<file path="config.mk">
export PLATFORM = sky130hd
export DESIGN_NAME = serial_adder_ctrl
export DESIGN_NICKNAME = d
export VERILOG_FILES = /design/src/rtl/serial_adder_ctrl.sv
export SDC_FILE = /design/constraint.sdc
export NUM_CORES = 1
export LEC_CHECK = 0
export CAP_MARGIN = 20
export CORE_MARGIN = 2
export CORE_UTILIZATION = 52
export CTS_CLUSTER_DIAMETER = 30
export DETAILED_ROUTE_END_ITERATION = 10
export PLACE_DENSITY = 0.83
export SYNTH_ARGS = -nofsm -noshare
export SYNTH_HDL_FRONTEND = slang
export SYNTH_SLANG_ARGS = --single-unit
export TNS_END_PERCENT = 100
</file>
<file path="constraint.sdc">
create_clock -name clk -period 2.2 [get_ports clk]
set_clock_uncertainty 0.1 [all_clocks]
set_input_delay 0.44 -clock clk [delete_from_list [all_inputs] [get_ports clk]]
set_output_delay 0.44 -clock clk [all_outputs]
set_load 0.03 [all_outputs]
</file>
<file path="src/rtl/serial_adder_ctrl.sv">
// Bit-serial adder: one shared full adder walks WIDTH bits LSB first, one bit per clock.
// Optional SERIAL_SUB_EN adds a 'sub' input that turns the operation into a - b.

module serial_adder_ctrl_fa (
  input  logic x,
  input  logic y,
  input  logic ci,
  output logic s,
  output logic co
);
  assign s  = x ^ y ^ ci;
  assign co = (x & y) | (ci & (x ^ y));
endmodule

module serial_adder_ctrl #(
  parameter int WIDTH = 8
) (
  input  logic             clk,
  input  logic             rst,
  input  logic             start,
  input  logic [WIDTH-1:0] a,
  input  logic [WIDTH-1:0] b,
  input  logic             cin,
`ifdef SERIAL_SUB_EN
  input  logic             sub,
`endif
  output logic             ready,
  output logic             busy,
  output logic             done,
  output logic [WIDTH-1:0] sum,
  output logic             cout
);
  localparam int CW = (WIDTH > 1) ? $clog2(WIDTH) : 1;
  localparam logic [CW-1:0] LAST = CW'(WIDTH - 1);
  localparam logic [1:0] S_IDLE = 2'd0;
  localparam logic [1:0] S_RUN  = 2'd1;
  localparam logic [1:0] S_DONE = 2'd2;

  logic [1:0]       state_q, state_d;
  logic [CW-1:0]    cnt_q, cnt_d;
  logic [WIDTH-1:0] a_q, a_d, b_q, b_d, res_q, res_d, sum_q, sum_d;
  logic             carry_q, carry_d, cout_q, cout_d;
  logic             ready_q, ready_d, busy_q, busy_d, done_q, done_d;
  logic [WIDTH-1:0] b_in_s;
  logic             cin_in_s, fa_s, fa_co;

`ifdef SERIAL_SUB_EN
  // Subtraction is a + ~b + 1; the incoming carry is overridden.
  assign b_in_s   = sub ? ~b : b;
  assign cin_in_s = sub ? 1'b1 : cin;
`else
  assign b_in_s   = b;
  assign cin_in_s = cin;
`endif

  serial_adder_ctrl_fa u_fa (
    .x  (a_q[0]),
    .y  (b_q[0]),
    .ci (carry_q),
    .s  (fa_s),
    .co (fa_co)
  );

  always_comb begin
    state_d = state_q;
    cnt_d   = cnt_q;
    a_d     = a_q;
    b_d     = b_q;
    res_d   = res_q;
    carry_d = carry_q;
    sum_d   = sum_q;
    cout_d  = cout_q;
    ready_d = ready_q;
    busy_d  = busy_q;
    done_d  = 1'b0;
    case (state_q)
      S_IDLE: begin
        if (start) begin
          state_d = S_RUN;
          a_d     = a;
          b_d     = b_in_s;
          carry_d = cin_in_s;
          cnt_d   = {CW{1'b0}};
          res_d   = {WIDTH{1'b0}};
          ready_d = 1'b0;
          busy_d  = 1'b1;
        end else begin
          ready_d = 1'b1;
          busy_d  = 1'b0;
        end
      end
      S_RUN: begin
        a_d     = {1'b0, a_q[WIDTH-1:1]};
        b_d     = {1'b0, b_q[WIDTH-1:1]};
        res_d   = {fa_s, res_q[WIDTH-1:1]};
        carry_d = fa_co;
        // Counter parks on the terminal count instead of wrapping.
        if (cnt_q == LAST) begin
          state_d = S_DONE;
          sum_d   = {fa_s, res_q[WIDTH-1:1]};
          cout_d  = fa_co;
          busy_d  = 1'b0;
          done_d  = 1'b1;
        end else begin
          cnt_d = cnt_q + CW'(1);
        end
      end
      S_DONE: begin
        state_d = S_IDLE;
        ready_d = 1'b1;
      end
      default: begin
        state_d = S_IDLE;
        ready_d = 1'b1;
        busy_d  = 1'b0;
      end
    endcase
  end

  always_ff @(posedge clk or posedge rst) begin
    if (rst) begin
      state_q <= S_IDLE;
      cnt_q   <= {CW{1'b0}};
      a_q     <= {WIDTH{1'b0}};
      b_q     <= {WIDTH{1'b0}};
      res_q   <= {WIDTH{1'b0}};
      carry_q <= 1'b0;
      sum_q   <= {WIDTH{1'b0}};
      cout_q  <= 1'b0;
      ready_q <= 1'b1;
      busy_q  <= 1'b0;
      done_q  <= 1'b0;
    end else begin
      state_q <= state_d;
      cnt_q   <= cnt_d;
      a_q     <= a_d;
      b_q     <= b_d;
      res_q   <= res_d;
      carry_q <= carry_d;
      sum_q   <= sum_d;
      cout_q  <= cout_d;
      ready_q <= ready_d;
      busy_q  <= busy_d;
      done_q  <= done_d;
    end
  end

  assign ready = ready_q;
  assign busy  = busy_q;
  assign done  = done_q;
  assign sum   = sum_q;
  assign cout  = cout_q;
endmodule

</file>
# Word level (Yosys, flattened, before mapping)
# Cells that the tools add are included.
totals:
  ff_bits: 42
  output_inout_bits: 12
  wordCells: 52
  input_bits: 20
classes:
  bitwise: 6
  eq_ne: 6
  n_mux: 21
  n_reduce_logical: 7
  n_addsub: 1
op_table:
  columns: ["op", "n"]
  rows:
  - ["$pmux W8 S2", 3]
  - ["$mux W8", 3]
  - ["$reduce_and A2 Y1", 4]
  - ["$mux W1", 6]
  - ["$mux W3", 2]
  - ["$ne A2 B2 Y1 const B", 3]
  - ["$pmux W3 S2", 1]
  - ["$mux W2", 2]
  - ["$pmux W1 S2", 2]
  - ["$pmux W2 S2", 1]
  - ["$add A3 B1 Y3 const B", 1]
  - ["$eq A3 B3 Y1 const B", 1]
  - ["$pmux W1 S3", 1]
  - ["$reduce_and A3 Y1", 1]
  - ["$and A1 B1 Y1", 2]
  - ["$eq A2 B1 Y1 const B", 1]
  - ["$eq A2 B2 Y1 const B", 1]
  - ["$logic_not A2 Y1", 1]
  - ["$reduce_bool A2 Y1", 1]
  - ["$xor A1 B1 Y1", 2]
  - ["$not A1 Y1", 1]
  - ["$or A1 B1 Y1", 1]

# Logic depth before layout (Yosys ltp)
depth:
  ltp_word: 4
  ltp_mapped: 5
  mapped_depth_nobuf: 4

# Hierarchy
# Synthesis repeated with hierarchy kept, for this count alone.
hier_totals:
  cells_unflattened: 160
  area_unflattened_um2: 1925.6
by_module_without_submodules:
  columns: ["mod", "area_per_inst_um2", "cells_per_inst", "n_inst", "seq_area_each_um2"]
  rows:
  - ["serial_adder_ctrl", 1905.6, 159, 1, 1027.2]
  - ["serial_adder_ctrl_fa", 20.0, 1, 1, 0.0]

# Worst setup path before layout
# OpenSTA, ideal clock, no wires.
synth_path:
  kind: "flip-flop to flip-flop"
  startpoint: "reg cnt_q[0]"
  endpoint: "reg cout_q, in the netlist cout"
  setup_ns: 0.125
  path_slack_ns: 0.522
  n_path_buf: 1
  path_stages_with_launch: 6
  arrival_time_ns: 1.454
  synth_period_minus_slack_ns: 1.678
  required_ns: 1.975
  path_cell_list: "dfrtp_1 -> ha_1 -> ha_1 -> nand3b_1 -> buf_2 -> mux2_2"
synth_between:
  elab_chain_cells: 2
synth_rtl:
  columns: ["item", "line_no", "rtl"]
  rows:
  - ["start, declared", "40", "logic [CW-1:0] cnt_q, cnt_d;"]
  - ["start signal, assigned", "123", "cnt_q <= {CW{1'b0}};"]
  - ["start signal, assigned", "135", "cnt_q <= cnt_d;"]
  - ["$eq A3 B3 Y1", "98", "if (cnt_q == LAST) begin"]
  - ["$reduce_and A2 Y1 (no line)", null, null]
  - ["end signal, assigned", "141", "cout_q <= cout_d;"]
  - ["end, declared", "42", "logic carry_q, carry_d, cout_q, cout_d;"]
# No other way between the ends.
# A chain may end at the register's enable or synchronous reset.

# Final worst setup path
layout_path:
  startpoint: "reg ready_q, in the netlist ready"
  endpoint: "out ready"
layout_rtl:
  columns: ["item", "line_no", "rtl"]
  rows:
  - ["start, declared", "43", "logic ready_q, ready_d, busy_q, busy_d, done_q, done_d;"]
  - ["start signal, assigned", "142", "ready_q <= ready_d;"]
  - ["end, declared", "27", "output logic ready,"]
# No word-level cell between the ends.

==> out/results.txt <==
Outcome = finished, final reports clean
Number of diodes = 0
Area of the multi-input gates = 738 um2
Final setup TNS = 0 ns
Met3 routed WL = 159 um
Min Tclk post-route = 2.09 ns
Max cap viols = 0
Largest family of logic cells by synthesized area = compound AO/OA/AOI/OAI gates
Routed Antenna Nets = 0
Top post-synthesis cells by area = dfrtp_1 54%, o221a_2 9.0%, or4b_1 8.0%
Routed WL per cell = 15.2 um
Slowest-stage cell, CP = clkdlybuf4s50_1
Worst rel slew slack = 0.647
WP data required = 1.66 ns
First-pass GRT wire length = 6050 um
Hold Crit Class = reg -> reg
Register bit total from synthesis = 41
Final Hold Fails = 0
Synth top area share = 0.535
Slew @ Worst Pin = 0.527 ns
Crit path buffers/inverters = 1
Clk_lat worst skew = 0.35 ns
CTS Buffer Depth = 2
Clock-pin slew on the worst setup and hold paths = 0.11 ns
Vias in the first global route = 1316
Kind of critical path = reg -> out
Fraction of layout cells with a size suffix above 1 = 0.254
Clock sink count = 41
CP endpoint kind = primary output
Core area = 3390 um2
Syn. warnings = 0
Vias per inst = 5.78
Largest net degree at the start of global routing = 42
Seq/Total Area, Yosys = 0.549
Die W = 64.0 um
Post-synthesis net count = 162
Post-synth top cells = 40 x dfrtp_1, 15 x o221a_2, 15 x or4b_1, 9 x mux2_2
IO buf count = 31
Max layer used = met4
Via count = 1265
Crit-path cells = clkdlybuf4s50_1
Compound-Gate Fraction of Synth Area = 0.159
Final net count = 195
Syn avg cell area = 13.5 um2
Post_cts resized = 0
Pwr/cell area = 1360 nW/um2
GPL Wtd Cong = 0.731
DRT met1 WL = 1450 um
Fmax = 0.479 GHz
Critical path's top delay family = buffers and inverters
Hold bufs inserted after CTS = 0
Final setup viols = 0
Row count = 21
Post-synth top area cell = dfrtp_1
I/O pin count = 32
FF/Latch Area = 1030 um2
Netlist cell types = 29
Post-synthesis mux area share = 0.0542
Adder-Cell Fraction of Synth Area = 0.0241
Design area = 2320 um2
Worst EP arrival = 1.55 ns
Leakage = 0.00102 uW
Area after DPL = 2220 um2
Global Route Usage Sum = 0.190
Fin. max-slew vios = 0
EDFF count, synth = 0
Hold Worst Slack = 0.384 ns
DRT Wirelength = 3340 um
Worst VDD drop = 793 uV
Synth Area in XOR/XNOR = 0
Placed cell count = 211
Setup crit start kind = flop
Final Instance Count excl. Fillers = 219
Num CTS Buffers = 5
CTS H-tree depth = 2
CP max FO = 2
# fillers = 237
Grt total ovfl = 0
Drt first pass iters = 4
Postcts setup bufs = 0
CTS tree = built
Synth Instances = 139
Most frequent cell after synthesis = dfrtp_1
1st-iter DRT viols = 31
CTS root buf = clkbuf_4
Power consumption = 3160 uW
Synth async-reset ratio = 1.00
Hpwl dp = 2330 um
DIE HEIGHT = 64.0 um
Largest stage delay, worst path = 0.67 ns
Initial antenna violation count = 0
Routed length on met2 = 1660 um
Residual DRC = 0
Top_reg_cell synth = dfrtp_1
Final Cycle Share = 0.950
Area grow syn2layout = 23.9%
Die Area = 4090 um2
RSZ-0062 raised after global routing = no
Mapped Area = 1870 um2
Initial Util = 0.552
Synth Area in Simple Gates = 0.158
sequential cells by signal (all words and copies together), names as in the netlist:
signal and cells:
a_q 8, b_q 8, busy 1, carry_q 1
cnt_q 3, cout 1, done 1, ready 1
res_q 7, state_q 2, sum 8
final cells by class:
class / instances / share of cell area
repair buffers: 39 / 0.160
multi-input cells: 79 / 0.318
clock buffers: 5 / 0.0162
well taps: 46 / 0.0248
clock inverters: 3 / 0.0281
inverters: 6 / 0.00971
flip-flops and latches: 41 / 0.443
metal layers:
layer / global-route usage / vias to the layer above
met4: 0.0679 / 0
met3: 0.0475 / 8
met2: 0.319 / 34
li1: - / 604
met5: 0 / -
met1: 0.237 / 619
placed cells by master, fill, tap and decap left out, types with 2 or more instances in the layout:
cell / instances
nor4bb_1: 2
clkdlybuf4s50_1: 31
nand2_1: 4
bufinv_16: 2
o221ai_1: 3
nand3b_1: 2
ha_1: 2
nor3b_1: 2
a22o_1: 7
o221a_2: 15
nand2b_1: 3
dfrtp_1: 40
clkbuf_4: 5
inv_1: 6
mux2_2: 9
buf_4: 8
nand3_1: 4
or4b_1: 15
a211o_1: 2
worst paths after layout:
kind                                from        to  slack (ns)  cells past startpoint
worst max register to register  cnt_q[0]    sum[4]        0.27                      4
max in group asynchronous            rst     ready        1.23                      3
min in group asynchronous            rst  res_q[5]        0.41                      3
worst min register to register     ready     ready        0.38                      2
worst min-delay path               ready     ready        0.38                      2
worst max-delay path               ready     ready        0.11                      1
worst min-delay path, delay by kind of cell, from the launching register on:
family | cells | cell delay [ns]
flops | 1 | 0.39
simple gates | 2 | 0.11
power by group:
group / internal, uW / switching, uW
registers: 1080 / 225
clock network: 352 / 244
logic: 661 / 595
through the flow:
step	setup slack, ns	utilization
after floorplan	0.522	-
after global placement	0.295	0.654
after detailed placement	0.270	0.654
after CTS	0.0893	0.684
after global routing	0.0473	0.684
final	0.111	0.684
cell families (layout without fill, tap and decap cells):
logic type / Yosys count / in the layout
AO/OA/AOI/OAI: 30 / 30
multiplexers: 9 / 9
buffers and inverters: 19 / 53
flip-flops: 41 / 41
adder cells (fa/ha/maj): 3 / 3
AND/OR/NAND/NOR: 37 / 37
Note: power is estimated with default switching activity, not from simulation.
